--- src/rtl/rgb_sequencer.sv ---
// RGB LED pattern sequencer: OFF, SOLID, RAINBOW and BLINK patterns selected by a valid/ready
// command. All outputs are registered and follow the state register by one cycle.
module rgb_sequencer #(
   parameter int unsigned CLK_HZ        = 12000000,
   parameter int unsigned DWELL_W       = 24,
   parameter int unsigned DWELL_DEFAULT = CLK_HZ
) (
   input  logic               clk,
   input  logic               rst,
   input  logic               cmd_valid,
   output logic               cmd_ready,
   input  logic [1:0]         cmd_mode,
   input  logic [2:0]         cmd_color,
   input  logic [DWELL_W-1:0] cmd_dwell,
   output logic               RGB_R,
   output logic               RGB_G,
   output logic               RGB_B,
   output logic               step
);

   typedef enum logic [2:0] {
      StOff,
      StLoad,
      StSolid,
      StRainbow,
      StBlinkOn,
      StBlinkOff
   } state_e;

   localparam logic [1:0] ModeOff     = 2'd0;
   localparam logic [1:0] ModeSolid   = 2'd1;
   localparam logic [1:0] ModeRainbow = 2'd2;
   localparam logic [1:0] ModeBlink   = 2'd3;

   localparam logic [DWELL_W-1:0] DwellOne = {{(DWELL_W-1){1'b0}}, 1'b1};
   localparam logic [DWELL_W-1:0] DwellRst = DWELL_W'(DWELL_DEFAULT);

   function automatic logic [2:0] rainbow_color(input logic [2:0] idx);
      logic [2:0] col;
      case (idx)
         3'd0:    col = 3'b100;
         3'd1:    col = 3'b110;
         3'd2:    col = 3'b010;
         3'd3:    col = 3'b011;
         3'd4:    col = 3'b001;
         3'd5:    col = 3'b101;
         default: col = 3'b000;
      endcase
      return col;
   endfunction

   state_e             state_q, state_d;
   logic [DWELL_W-1:0] cnt_q, cnt_d;
   logic [DWELL_W-1:0] dwell_q, dwell_d;
   logic [2:0]         idx_q, idx_d;
   logic [1:0]         mode_q, mode_d;
   logic [2:0]         color_q, color_d;
   logic [2:0]         rgb_q, rgb_d;
   logic               step_q, step_d;
   logic               ready_q, ready_d;
   logic               adv_q, adv_d;

   logic               accept;
   logic               terminal;
   logic [DWELL_W-1:0] dwell_m1;

   always_comb begin
      accept   = cmd_valid && ready_q;
      // A dwell of 0 behaves like 1: terminal count is reached on every counted cycle.
      dwell_m1 = (dwell_q == '0) ? '0 : dwell_q - DwellOne;
      terminal = (cnt_q == dwell_m1);

      state_d = state_q;
      cnt_d   = cnt_q;
      dwell_d = dwell_q;
      idx_d   = idx_q;
      mode_d  = mode_q;
      color_d = color_q;
      ready_d = !accept;
      adv_d   = 1'b0;
      step_d  = adv_q;

      unique case (state_q)
         StOff, StBlinkOff: rgb_d = 3'b000;
         StSolid, StBlinkOn: rgb_d = color_q;
         StRainbow:          rgb_d = rainbow_color(idx_q);
         default:            rgb_d = rgb_q;
      endcase

      // An accept preempts everything, including a terminal count on the same edge.
      if (accept) begin
         state_d = StLoad;
         mode_d  = cmd_mode;
         color_d = cmd_color;
         dwell_d = cmd_dwell;
      end else begin
         unique case (state_q)
            StLoad: begin
               cnt_d = '0;
               idx_d = 3'd0;
               unique case (mode_q)
                  ModeOff:     state_d = StOff;
                  ModeSolid:   state_d = StSolid;
                  ModeRainbow: state_d = StRainbow;
                  ModeBlink:   state_d = StBlinkOn;
                  default:     state_d = StOff;
               endcase
            end
            StRainbow: begin
               if (terminal) begin
                  cnt_d = '0;
                  adv_d = 1'b1;
                  idx_d = (idx_q == 3'd5) ? 3'd0 : idx_q + 3'd1;
               end else begin
                  cnt_d = cnt_q + DwellOne;
               end
            end
            StBlinkOn, StBlinkOff: begin
               if (terminal) begin
                  cnt_d   = '0;
                  adv_d   = 1'b1;
                  state_d = (state_q == StBlinkOn) ? StBlinkOff : StBlinkOn;
               end else begin
                  cnt_d = cnt_q + DwellOne;
               end
            end
            default: ;
         endcase
      end
   end

   always_ff @(posedge clk) begin
      if (rst) begin
         state_q <= StOff;
         cnt_q   <= '0;
         dwell_q <= DwellRst;
         idx_q   <= 3'd0;
         mode_q  <= ModeOff;
         color_q <= 3'b000;
         rgb_q   <= 3'b000;
         step_q  <= 1'b0;
         ready_q <= 1'b0;
         adv_q   <= 1'b0;
      end else begin
         state_q <= state_d;
         cnt_q   <= cnt_d;
         dwell_q <= dwell_d;
         idx_q   <= idx_d;
         mode_q  <= mode_d;
         color_q <= color_d;
         rgb_q   <= rgb_d;
         step_q  <= step_d;
         ready_q <= ready_d;
         adv_q   <= adv_d;
      end
   end

   assign cmd_ready = ready_q;
   assign RGB_R     = rgb_q[2];
   assign RGB_G     = rgb_q[1];
   assign RGB_B     = rgb_q[0];
   assign step      = step_q;

endmodule

--- config.mk ---
export PLATFORM = sky130hd
export DESIGN_NAME = rgb_sequencer
export DESIGN_NICKNAME = d
export VERILOG_FILES = /design/src/rtl/rgb_sequencer.sv
export SDC_FILE = /design/constraint.sdc
export NUM_CORES = 1
export LEC_CHECK = 0
export CAP_MARGIN = 20
export CELL_PAD_IN_SITES_DETAIL_PLACEMENT = 1
export CELL_PAD_IN_SITES_GLOBAL_PLACEMENT = 1
export CORE_UTILIZATION = 30
export DETAILED_ROUTE_END_ITERATION = 10
export PLACE_DENSITY = 0.63
export SETUP_SLACK_MARGIN = 0.1
export SYNTH_ARGS = -nofsm -noshare
export SYNTH_HDL_FRONTEND = slang
export SYNTH_SLANG_ARGS = --single-unit
--- constraint.sdc ---
create_clock -name clk -period 3.45 [get_ports clk]
set_input_delay 0.69 -clock clk [delete_from_list [all_inputs] [get_ports clk]]
set_output_delay 0.69 -clock clk [all_outputs]
set_load 0.02 [all_outputs]
==> impl_metrics.json <==
{
  "finalHoldViolCount": 0,
  "syn_to_final_growth_pct": 24.2,
  "vias": 4133,
  "detail_route.vias_per_cell": 5.55,
  "power_density_nw_per_um2": 396,
  "tightest_slew_ns": 0.455,
  "num_antenna_cells": 0,
  "yosys_warnings": 0,
  "synth_fp_nets": 580,
  "synth-main-ff-cell": "dfxtp_1",
  "synthMuxAreaShare_pct": 2.95,
  "synth_seq_cells": 65,
  "die_area_um2": 14000,
  "critPathKind": "register to register",
  "async_flop_share_pct": 0,
  "cts_tree": "done",
  "drc": 0,
  "holdWs_ns": 0.437,
  "ir_worst_vdd_v": 0.000150,
  "fin_skew_ns": 0.00834,
  "synthAdderAreaFrac_pct": 1.54,
  "die_h_um": 118,
  "final_nets": 601,
  "drv_cap": 0,
  "cts_buffers": 9,
  "clkTransAtPathRegs_ns": 0.05,
  "synth_cells": 543,
  "root_buffer": "clkbuf_16",
  "portBuffers": 36,
  "grt-ovfl-total": 0,
  "fmax_mhz": 311,
  "synth_area_um2": 4070,
  "ant_nets": 0,
  "finalCritPeriodShare_pct": 93.1,
  "synth_top_area_share_pct": 32.0,
  "worstSkewPairLatency_ns": 0.34,
  "slew_headroom_pct": 69.3,
  "ys_types": 62,
  "grt_max_degree": 43,
  "p_leak_nw": 1.71,
  "pin_count": 37,
  "syn_area_per_cell_um2": 7.49,
  "crit_required_ns": 3.72,
  "track_usage_pct": 19.0,
  "rsz0062_at_grt": "false",
  "gp_congestion": 0.832,
  "grt_pass1_vias": 4155,
  "start_kind": "register",
  "synthTopCellsByArea": "dfxtp_1, nand2_1, a21oi_1",
  "synthXorXnorAreaFrac_pct": 4.64,
  "die_w_um": 118,
  "hpwl_um": 9220,
  "drive_gt1_share_pct": 11.8,
  "hold_path.class": "register to register",
  "arrival_ns": 3.48,
  "power_mw": 2.00,
  "slew_violations": 0,
  "synth_compound_area_share_pct": 20.0,
  "wl_um": 12900,
  "grt_pass1_wl_um": 21100,
  "clock_path_buffers": 2,
  "cts.htree.levels": 3,
  "worstPathMaxFanout": 16,
  "synth_top_family_by_area": "simple AND/OR/NAND/NOR gates",
  "drt-pass1-iter-count": 4,
  "finalSetupViolations": 0,
  "initial_core_util_pct": 30.7,
  "row_count": 42,
  "endpoint_kind": "register",
  "wl_per_cell_um": 17.4,
  "antenna_found_initial": 0,
  "outcome": "complete, no violations",
  "fin_tns_setup_ns": 0,
  "cts.sinks": 65,
  "core-area_um2": 13200,
  "seq_area_frac_synth_pct": 32.0,
  "min_period_ns": 3.21,
  "synth_top_area_cell": "dfxtp_1",
  "synth-edff-count": 0,
  "synth-simple-area-share_pct": 33.6,
  "drt_iter0_drc": 166
}
[layout make-up]
type | instances | area [um^2]
Clock buffer | 12 | 267
Clock inverter | 4 | 50.0
Fill cell | 1625 | 8190
Inverter | 12 | 45.0
Multi-Input combinational cell | 422 | 2640
Sequential cell | 65 | 1310
Tap cell | 176 | 220
Timing Repair Buffer | 54 | 529
[timing repair]
item | CTS | global route
resized for setup | 0 | 22
setup buffers | 0 | 3
hold buffers | 0 | 0
endpoints found under the setup margin | 0 | 17
[synth_stat cells (5+ instances only)]
master / n
a21oi_1: 37
nor3_1: 10
nor4_1: 6
ha_1: 5
nand2b_1: 5
o211ai_1: 5
mux2i_1: 12
nor2b_1: 10
buf_2: 5
nand4_1: 15
clkbuf_1: 35
and2_1: 6
dfxtp_1: 65
nand3_1: 29
o22ai_1: 5
nand2_1: 87
or3_1: 9
xor2_1: 6
xnor2_1: 13
inv_1: 12
a32oi_1: 6
a31oi_1: 15
and3_1: 11
nand3b_1: 14
o21ai_0: 20
nor2_1: 28
o31ai_1: 7
or2_2: 9
[registers in the layout, summed over array words and instances (netlist names)]
register / count
cmd_ready: 1
dwell_q: 24
rgb_q: 3
color_q: 3
cnt_q: 24
idx_q: 3
step: 1
mode_q: 2
state_q: 3
adv_q: 1
[report_power, final]
group | internal, mW | switching, mW | leakage (nW)
Sequential | 0.771 | 0.0315 | 0.528
Clock | 0.617 | 0.346 | 0.151
Combinational | 0.112 | 0.123 | 1.03
Total | 1.50 | 0.501 | 1.71
[per-stage QoR]
step	utilization, %	cells	setup slack, ns	area (um^2)
floorplan	-	543	0.505	4070
global placement	34.7	725	0.229	4600
detailed placement	34.7	725	0.148	4600
CTS	37.1	741	0.146	4910
global route	38.2	745	0.104	5050
finish	38.2	745	0.239	5050
[routing by layer]
metal | vias up | wire, um | GRT usage (%)
met1 | 2022 | 6230 | 24.4
met3 | 21 | 425 | 3.23
met4 | 0 | 291 | 7.75
li1 | 2013 | - | -
met5 | - | 0 | 0
met2 | 77 | 6010 | 31.5
[cells by family after synthesis]
group | after synthesis
and+or+nand+nor | 258
adders and majority gates | 5
xor gates and xnor gates | 20
buffers and inverters | 56
AOI/OAI and AO/OA | 127
muxes | 12
DFF | 65
[cell usage in the layout (no fill, tap or decap), types with 3 or more instances in the layout]
| cell type | Yosys | layout |
|---|---|---|
| xnor2_1 | 13 | 11 |
| nand2_1 | 87 | 86 |
| a211oi_1 | 4 | 3 |
| a31oi_1 | 15 | 15 |
| clkbuf_16 | 0 | 10 |
| dfxtp_1 | 65 | 63 |
| mux2i_1 | 12 | 11 |
| or3_1 | 9 | 7 |
| nand3b_1 | 14 | 14 |
| o211ai_1 | 5 | 5 |
| nor4_1 | 6 | 5 |
| or4_4 | 1 | 3 |
| nor2b_1 | 10 | 10 |
| xor2_1 | 6 | 6 |
| nor2_1 | 28 | 27 |
| and2_1 | 6 | 6 |
| and3_1 | 11 | 11 |
| nor4_2 | 3 | 3 |
| or2_2 | 9 | 9 |
| buf_4 | 0 | 15 |
| nand4_1 | 15 | 15 |
| o31ai_1 | 7 | 6 |
| o31a_1 | 3 | 3 |
| nand3_1 | 29 | 29 |
| clkdlybuf4s50_1 | 0 | 36 |
| o21ai_1 | 4 | 5 |
| inv_1 | 12 | 12 |
| a32oi_1 | 6 | 6 |
| nor3_1 | 10 | 10 |
| a21oi_1 | 37 | 37 |
| ha_1 | 5 | 4 |
| clkbuf_8 | 0 | 3 |
| o22ai_1 | 5 | 5 |
| nand2b_1 | 5 | 5 |
| o21ai_0 | 20 | 19 |
[worst max-delay path, stage by stage (launching register included)]
cell and delay, ns:
dfxtp_1 0.35, inv_1 0.07, ha_2 0.19, or3b_4 0.43
or4_4 0.50, a21oi_1 0.17, o21ai_0 0.09, a32oi_1 0.18
and4b_1 0.21, nand4_1 0.09, buf_4 0.17, clkbuf_16 0.18
or3_1 0.37, a21oi_1 0.13
[path summary, 6_finish.rpt]
path | slack (ns) | end | start | cells after the start
min reg2reg | 0.44 | step | adv_q | 1
max | 0.24 | idx_q[1] | dwell_q[1] | 13
max reg2reg | 0.24 | idx_q[1] | dwell_q[1] | 13
min | 0.44 | step | adv_q | 1
Power figures use the tool's default switching activity.
